<file path="src/rtl/popcount_seq.sv">
// popcount_seq: multi-cycle population counter.
//
// Accepts a WIDTH-bit word on a valid/ready handshake. It counts the ones
// CHUNK bits per clock over P = ceil(WIDTH/CHUNK) cycles. It then presents
// the count and its parity on a second valid/ready handshake.
//
// Optional feature (macro POPCOUNT_ACCUM_EN): a saturating ACC_W-bit running
// total of delivered counts, with a clear input.
//
// Ports:
//   clk        rising-edge clock
//   rst        asynchronous, active-high reset
//   in_valid   in_data is valid
//   in_ready   block can accept a word (IDLE)
//   in_data    word to count, sampled only at the accept edge
//   out_valid  result valid (DONE), held until out_ready
//   out_ready  consumer takes the result
//   out_count  number of ones in the accepted word (CW bits)
//   out_parity XOR of the accepted word (= out_count[0])
//   acc_clear  [POPCOUNT_ACCUM_EN] clear running total, wins over an add
//   acc_total  [POPCOUNT_ACCUM_EN] saturating running sum of delivered counts
module popcount_seq #(
    parameter int WIDTH = 15,
    parameter int CHUNK = 7,
    parameter int ACC_W = 16,
    localparam int CW   = $clog2(WIDTH + 1)
) (
    input  logic             clk,
    input  logic             rst,
    input  logic             in_valid,
    output logic             in_ready,
    input  logic [WIDTH-1:0] in_data,
    output logic             out_valid,
    input  logic             out_ready,
    output logic [CW-1:0]    out_count,
`ifdef POPCOUNT_ACCUM_EN
    input  logic             acc_clear,
    output logic [ACC_W-1:0] acc_total,
`endif
    output logic             out_parity
);

    localparam int P  = (WIDTH + CHUNK - 1) / CHUNK;
    localparam int IW = (P > 1) ? $clog2(P) : 1;

    localparam logic [1:0] IDLE  = 2'd0;
    localparam logic [1:0] COUNT = 2'd1;
    localparam logic [1:0] DONE  = 2'd2;

    // Elaboration-time parameter sanity check
    if (WIDTH < 1 || CHUNK < 1 || CHUNK > WIDTH || ACC_W < 1) begin : g_bad_param
        $error("popcount_seq: illegal WIDTH/CHUNK/ACC_W");
    end

    logic [1:0]       state;
    logic [WIDTH-1:0] sr;
    logic [CW-1:0]    cnt;
    logic [IW-1:0]    idx;
    logic [CW-1:0]    chunk_pc;

    // Ones in the low CHUNK bits. CHUNK <= WIDTH, so the sum fits in CW bits.
    always_comb begin
        chunk_pc = '0;
        for (int i = 0; i < CHUNK; i++)
            chunk_pc = chunk_pc + CW'(sr[i]);
    end

    always_ff @(posedge clk or posedge rst) begin
        if (rst) begin
            state <= IDLE;
            sr    <= '0;
            cnt   <= '0;
            idx   <= '0;
        end else begin
            case (state)
                IDLE: begin
                    if (in_valid) begin
                        sr    <= in_data;
                        cnt   <= '0;
                        idx   <= '0;
                        state <= COUNT;
                    end
                end
                COUNT: begin
                    // Zero fill means the short final chunk adds nothing extra
                    cnt <= cnt + chunk_pc;
                    sr  <= sr >> CHUNK;
                    idx <= idx + IW'(1);
                    if (idx == IW'(P - 1))
                        state <= DONE;
                end
                DONE: begin
                    if (out_ready)
                        state <= IDLE;
                end
                default: state <= IDLE;
            endcase
        end
    end

    // All outputs are decoded from state or taken straight from registers
    assign in_ready   = (state == IDLE);
    assign out_valid  = (state == DONE);
    assign out_count  = cnt;
    assign out_parity = cnt[0];

`ifdef POPCOUNT_ACCUM_EN
    localparam int SW = ((ACC_W > CW) ? ACC_W : CW) + 1;
    localparam logic [SW-1:0] ACC_MAX = SW'({ACC_W{1'b1}});

    logic [ACC_W-1:0] acc;
    logic [SW-1:0]    acc_sum;

    assign acc_sum = SW'(acc) + SW'(cnt);

    always_ff @(posedge clk or posedge rst) begin
        if (rst)
            acc <= '0;
        else if (acc_clear)
            acc <= '0;
        else if (out_valid && out_ready)
            acc <= (acc_sum > ACC_MAX) ? {ACC_W{1'b1}} : acc_sum[ACC_W-1:0];
    end

    assign acc_total = acc;
`endif

endmodule

</file>
<file path="config.mk">
export PLATFORM = sky130hd
export DESIGN_NAME = popcount_seq
export DESIGN_NICKNAME = d
export VERILOG_FILES = /design/src/rtl/popcount_seq.sv
export SDC_FILE = /design/constraint.sdc
export NUM_CORES = 1
export LEC_CHECK = 0
export BUFFER_PORTS_ARGS = -buffer_cell sky130_fd_sc_hd__buf_4
export CORE_UTILIZATION = 30
export CTS_CLUSTER_DIAMETER = 120
export CTS_CLUSTER_SIZE = 10
export DETAILED_ROUTE_END_ITERATION = 8
export GPL_TIMING_DRIVEN = 0
export PLACE_DENSITY = 0.55
export SKIP_CTS_REPAIR_TIMING = 1
export SYNTH_ARGS = -nofsm -noshare
export SYNTH_HDL_FRONTEND = slang
export SYNTH_SLANG_ARGS = --single-unit
export TNS_END_PERCENT = 30
</file>
<file path="constraint.sdc">
create_clock -name clk -period 3.02 [get_ports clk]
set_input_delay 0.151 -clock clk [delete_from_list [all_inputs] [get_ports clk]]
set_output_delay 0.151 -clock clk [all_outputs]
set_load 0.02 [all_outputs]
</file>
## After elaboration in Yosys (flattened, before gate mapping)

Cells that the tools add are included.

- Output and inout bits: 7
- Bits in registers: 23
- Word-level logic and storage cells: 32
- Input bits: 19

- Equal/unequal tests: 6
- Reduce and logical (&&, ||, !) cells: 4
- $add $sub $neg: 8
- Muxes and demuxes: 10

Operators with widths:

| kind | count |
|---|---|
| $pmux W15 S2 | 1 |
| $mux W15 | 1 |
| $add A4 B1 Y4 | 3 |
| $mux W2 | 4 |
| $pmux W4 S2 | 1 |
| $pmux W2 S3 | 1 |
| $add A3 B1 Y4 | 1 |
| $add A4 B4 Y4 | 1 |
| $eq A2 B2 Y1 const B | 2 |
| $mux W4 | 1 |
| $ne A2 B2 Y1 const B | 2 |
| $pmux W2 S2 | 1 |
| $add A2 B1 Y3 | 1 |
| $reduce_and A3 Y1 | 1 |
| $add A1 B1 Y2 | 1 |
| $add A2 B1 Y2 const B | 1 |
| $eq A2 B1 Y1 const B | 1 |
| $logic_not A2 Y1 | 1 |
| $ne A2 B1 Y1 const B | 1 |
| $reduce_and A2 Y1 | 1 |
| $reduce_bool A2 Y1 | 1 |

## Longest topological paths before layout

Gate-level depths: netlist of the first run.

- Depth after elaboration: 8
- Mapped depth: 10
- Gate-level depth less buffers: 10

## Worst setup path before layout of the first run

Ideal clock, no wire load.

- Path kind: register -> register
- Start: register cnt[0], in the netlist out_count[0]
- End: register cnt[1], in the netlist out_count[1]
- Library setup time: 0.121 ns
- Period minus slack after synthesis: 2.942 ns
- Buffers on the path: 0
- Arrival time: 2.821 ns
- Cell stages (with the launch flop): 9
- Slack: 0.078 ns
- Required time: 2.899 ns
- Cell sequence: dfrtp_1 fa_1 inv_1 fa_1 fa_1 inv_1 ha_1 fa_1 a22o_1

- Longest elaborated chain between the ends: 2

Ends and longest elaborated chain:

| item | line | source |
|---|---|---|
| from (decl) | 57 | `logic [CW-1:0] cnt;` |
| from (signal assigned) | 86 | `cnt <= cnt + chunk_pc;` |
| $add A4 B4 Y4 | 86 |  |
| $pmux W4 S2 | 75 | `case (state)` |

Every way passes these cells.
A chain may end at the register's enable or synchronous reset.

## Worst setup path in the final report of the first run

Ends and elaborated chain as after synthesis.

==> results of run 1 <==
## stage by stage
stage	cell area (um2)	worst slack [ps]	power [mW]	util, %	std cells
6_report	1700	98.5	1.75	38.8	223
3_5_place_dp	1640	45.9	1.52	37.3	219
2_1_floorplan	1380	77.6	1.24	-	142
4_1_cts	1680	5.34	1.72	38.3	223
5_1_grt	1700	12.2	1.92	38.8	223
3_3_place_gp	1640	66.8	1.48	37.3	219
## how the worst max path moves through the flow
| stage | from | endpoint | slack (ps) | cells past startpoint |
|---|---|---|---|---|
| floorplan | out_count[0] | out_count[1] | 80 | 8 |
| CTS | out_count[0] | out_count[1] | 5 | 8 |
| global placement | out_count[0] | out_count[1] | 70 | 8 |
| global route | out_count[0] | out_count[1] | 10 | 8 |
| detailed placement | out_count[0] | out_count[1] | 50 | 8 |
| finish | out_count[0] | out_count[1] | 100 | 8 |
## metal layers
layer  up-vias  part of all wire, %
met5         -                    0
met4         0                  1.0
met3         2                  1.7
met2        13                   52
met1       528                   46
li1        535                    -
## critical path, delay by kind of cell (launching register included)
family | cells | cell delay (ps)
fa+ha+maj | 5 | 2060
flops | 1 | 450
compound gates | 1 | 210
buf+inv | 2 | 110
## kinds of logic after synthesis
| group | Yosys count |
|---|---|
| flops | 23 |
| fa+ha+maj | 11 |
| mux | 2 |
| compound gates | 40 |
| simple gates | 43 |
| xor+xnor | 2 |
| buf+inv | 21 |
## where the power goes
group / total, mW / switching [mW] / internal [mW]
logic: 1.04 / 0.546 / 0.489
clock network: 0.190 / 0.0956 / 0.0940
registers: 0.525 / 0.0935 / 0.432
total: 1.75 / 0.735 / 1.01
## placed cells by master (no fill, tap or decap)
cell type,instances
a21oi_1,16
a22o_1,3
a22oi_1,1
and2b_1,1
and2b_2,6
and3b_1,6
and3b_2,1
buf_2,4
buf_4,27
buf_6,3
clkbuf_1,1
clkbuf_8,3
dfrtp_1,22
dfrtp_2,1
fa_1,3
fa_2,1
ha_1,6
ha_4,1
inv_1,12
mux2_2,1
mux2i_1,1
nand2_1,18
nand2_2,1
nand3_1,2
nand3b_1,1
nor2_1,2
nor2b_1,4
o21ai_0,3
o21ai_1,14
o21ai_2,1
o21bai_4,1
o311ai_1,1
or2b_1,1
xnor2_1,2
## flip-flops by register name, summed over array words and instances (netlist names)
signal	flops
out_count	4
idx	2
state	2
sr	15
## layout make-up
class | count | area, um2
Fill cell | 444 | 2690
Multi-Input combinational cell | 98 | 711
Buffer | 9 | 68.8
Clock buffer | 4 | 45.0
Timing Repair Buffer | 25 | 188
Inverter | 12 | 45.0
Sequential cell | 23 | 577
Tap cell | 52 | 65.1
==> flow_summary.ini, run 1 <==
[sta]
hold_ws_ps = 74.9
post-route-min-period_ps = 2920
clock_skew_ps = 5.89
drv_slew = 0
timing.slew.headroom_pct = 41.5
finalSetupViolCount = 0
max_freq_ghz = 0.342
final_hold_viol_count = 0
fin_crit_sh_pct = 96.7
rsz0062_at_grt = false
totalNegativeSetupSlack_ps = 0
tightest_slew_ps = 877

[placement]
gp_routability_congestion = 0.774
portBuffers = 25
dp_hpwl_um = 2280

[yosys]
synthCells = 142
synth_adder_area_share_pct = 12.1
seq_area_frac_synth_pct = 41.6
synthDistinctLibCells = 28
syn-cell-area_mm2 = 0.00138
yosysMostFrequentCell = dfrtp_1
synth-simple-area-share_pct = 18.2
synth_area_leaders = dfrtp_1 42%, ha_1 6.3%, a21oi_1 5.8%
syn_nets = 172
synth.top_cells.by_count = 23 x dfrtp_1, 19 x nand2_1, 16 x a21oi_1
synth_ff_type = dfrtp_1
yosysTopAreaCell = dfrtp_1
synth_edf_count = 0
synth-compound-area-share_pct = 17.0
synth_top_family_by_area = simple AND/OR/NAND/NOR gates
avgSynthCellArea_um2 = 9.74
synth_top_area_share_pct = 41.6
synth-seq-cells = 23
synthMuxAreaShare_pct = 1.54
yosys_warnings = 0
synthXorXnorAreaFrac_pct = 1.27
async_reset_ff_share_pct = 100

[floorplanning]
coreArea_mm2 = 0.00438
initial_core_util_pct = 31.5
dieArea_mm2 = 0.00488
die_height_um = 69.9
num_io_pins = 26
num_rows = 24
fp.dieW_um = 69.9

[worst_setup_path]
critPathMaxStageDelay_ps = 540
critPathArrivalTime_ps = 3070
r2r_cells = 8
critPathMaxFanout = 4
reg2reg_from = out_count[0]
r2r_end = out_count[1]
slowest_stage = fa_1
worstSetupPathType = reg2reg
cp-end-kind = flop
ff2ff_setup_slack_ps = 100
path_cells = fa_1 -> inv_1 -> fa_1 -> fa_1 -> inv_1 -> ha_4 -> fa_2 -> a22o_1
worstPathRequired_ps = 3170
worst_path_most_repeated_cell = fa_1
worstSetupStartpointType = flop

[drt]
detail-route-antenna-nets = 0
first_pass_iters = 4
drt_iter0_drc = 37
drc = 0
wl_um = 2990
vias_per_cell = 4.83
num_vias = 1078
wl_per_cell_um = 13.4

[clock_network]
root_buffer = clkbuf_8
clock_latency_ps = 260
clockBufferDepth = 2
cts.sinks = 23
cts.htree.levels = 1
cts_tree = built
clk_pin_slew_ps = 80
cts_buffers = 3

[grt]
grt_pass1_vias = 1123
grtUsageMet3_pct = 1.59
grtUsageMet2_pct = 23.0
top_usage_layer = met2
grt_max_degree = 24
grt_use_met1_pct = 17.1
gr-total-overflow = 0
antenna_found_initial = 0
grtUsageTotal_pct = 13.4
grt_pass1_wl_um = 5300

[layout]
areaGrowthSynthToFinish_pct = 22.9
diodes = 0
nets = 202
drive_above_1_share_pct = 29.8

[power_and_ir_drop]
power.density_mw_per_mm2 = 1030
peakVddDrop_mv = 0.425
p_leak_nw = 0.844

[worst_hold_path]
min_path_type = in2async

[run_status]
status = complete, no violations

[job]
max_cap_violations = 0
Power figures use the tool's default switching activity.
==> inputs of run 2 (changes only) <==
- CORE_UTILIZATION: 30 -> 54
- PLACE_DENSITY: 0.55 -> 0.83
- clock period: 3.02 -> 3 ns (I/O delays scaled with it)
==> run 2 against run 1 <==
Effect of this change: worst setup slack got worse by 29 ps; cell area fell by 2.7%; total power fell by 3.7%.
==> flow_summary.ini, run 2 (synthesis results as in run 1) <==
[worst_setup_path]
worstPathRequired_ps = 3210
slowest_stage = fa_1
critPathMaxFanout = 2
worstSetupPathType = reg2reg
critPathArrivalTime_ps = 3140
worstSetupStartpointType = flop
path_cells = fa_1 -> inv_1 -> fa_1 -> fa_1 -> inv_1 -> ha_2 -> fa_1 -> a22o_1
worst_path_most_repeated_cell = fa_1
r2r_end = out_count[1]
path_buf_inv = 2
cp-endpoint = out_count[1]
reg2reg_from = out_count[0]
ff2ff_setup_slack_ps = 70
cp.depth = 8
critPathTopFamily = adder cells
critPathMaxStageDelay_ps = 540
startpoint = out_count[0]
r2r_cells = 8
cp-end-kind = flop

[floorplanning]
die_height_um = 52.6
fp.dieW_um = 52.6
dieArea_mm2 = 0.00277
coreArea_mm2 = 0.00232
num_rows = 17
initial_core_util_pct = 59.6
num_io_pins = 26

[drt]
wl_um = 2600
wl_per_cell_um = 12.9
drc = 0
drt_iter0_drc = 24
first_pass_iters = 4
detail-route-antenna-nets = 0
num_vias = 1059
vias_per_cell = 5.27

[placement]
dpl_cell_area_mm2 = 0.00161
gp_routability_congestion = 0.725
portBuffers = 25
place_inst = 195
dp_hpwl_um = 2020

[power_and_ir_drop]
p_leak_nw = 0.849
peakVddDrop_mv = 0.699
power.density_mw_per_mm2 = 1020

[sta]
finalSetupViolCount = 0
rsz0062_at_grt = true
drv_slew = 0
hold_ws_ps = 13.4
totalNegativeSetupSlack_ps = 0
max_freq_ghz = 0.341
fin_crit_sh_pct = 97.7
timing.slew.headroom_pct = 41.2
clock_skew_ps = 3.15
tightest_slew_ps = 881
post-route-min-period_ps = 2930
final_hold_viol_count = 0

[layout]
final_cell_mix = 29 x buf_4, 22 x dfrtp_1, 18 x nand2_1, 16 x a21oi_1, 15 x o21ai_1
design_area_mm2 = 0.00165
areaGrowthSynthToFinish_pct = 19.6
largest-register = sr
diodes = 0
final_common_cell = buf_4
drive_above_1_share_pct = 30.6
nets = 204
fin_cells = 201
largest_register_ff_count = 15

[grt]
grt_pass1_vias = 1018
grtUsageTotal_pct = 22.7
grt_pass1_wl_um = 4570
antenna_found_initial = 0
gr-total-overflow = 0
grt_max_degree = 24

[clock_network]
cts.sinks = 23
root_buffer = clkbuf_4
clockBufferDepth = 2
clock_latency_ps = 300
cts.htree.levels = 1
cts_buffers = 3
clk_pin_slew_ps = 130
cts_tree = built

[job]
max_cap_violations = 0

[run_status]
status = complete, no violations

[worst_hold_path]
min_path_type = in2async
run 2: cell types whose count changed in the layout (fill, tap and decap cells not counted):
cell,change
ha_2,+1
clkinv_2,+1
buf_4,+2
ha_4,-1
o21ai_1,+1
fa_1,+1
clkbuf_1,-1
clkbuf_8,-3
fa_2,-1
o21ai_0,-1
clkbuf_4,+3
run 2: cell type report:
class / count / area (um2)
Clock buffer: 3 / 22.5
Timing Repair Buffer: 27 / 203
Sequential cell: 23 / 577
Tap cell: 28 / 35.0
Clock inverter: 1 / 5.00
Inverter: 12 / 45.0
Buffer: 9 / 68.8
Multi-Input combinational cell: 98 / 698
Fill cell: 172 / 664
run 2: report_power, final:
group / leakage [nW] / internal, mW / switching [mW]
combinational: 0.533 / 0.485 / 0.537
clock: 0.0177 / 0.0497 / 0.0934
sequential: 0.299 / 0.434 / 0.0873
total: 0.849 / 0.968 / 0.717
run 2: worst min path at each step:
| stage | endpoint | depth (start not counted) | slack [ps] | startpoint |
|---|---|---|---|---|
| after CTS | state[0] | 2 | 40 | rst |
| after global routing | sr[2] | 2 | 70 | rst |
| after detailed placement | state[0] | 2 | 380 | rst |
| after floorplan | idx[0] | 1 | 150 | rst |
| final | idx[0] | 2 | 10 | rst |
| after global placement | state[1] | 2 | 370 | rst |
run 2: per-stage QoR:
stage	setup slack, ps	total power [mW]	util [%]
after floorplan	57.6	1.25	-
after global placement	74.7	1.46	69.2
after detailed placement	16.7	1.52	69.2
after CTS	-2.09	1.67	70.4
after global routing	-21.5	1.85	71.3
final	69.4	1.69	71.3
run 2: per-layer routing:
layer	up-vias	part of all wire (%)	global-route usage [%]
li1	536	-	-
met1	502	50	31.0
met2	19	47	38.2
met3	2	2.1	2.61
met4	0	0.62	5.26
met5	-	0	0
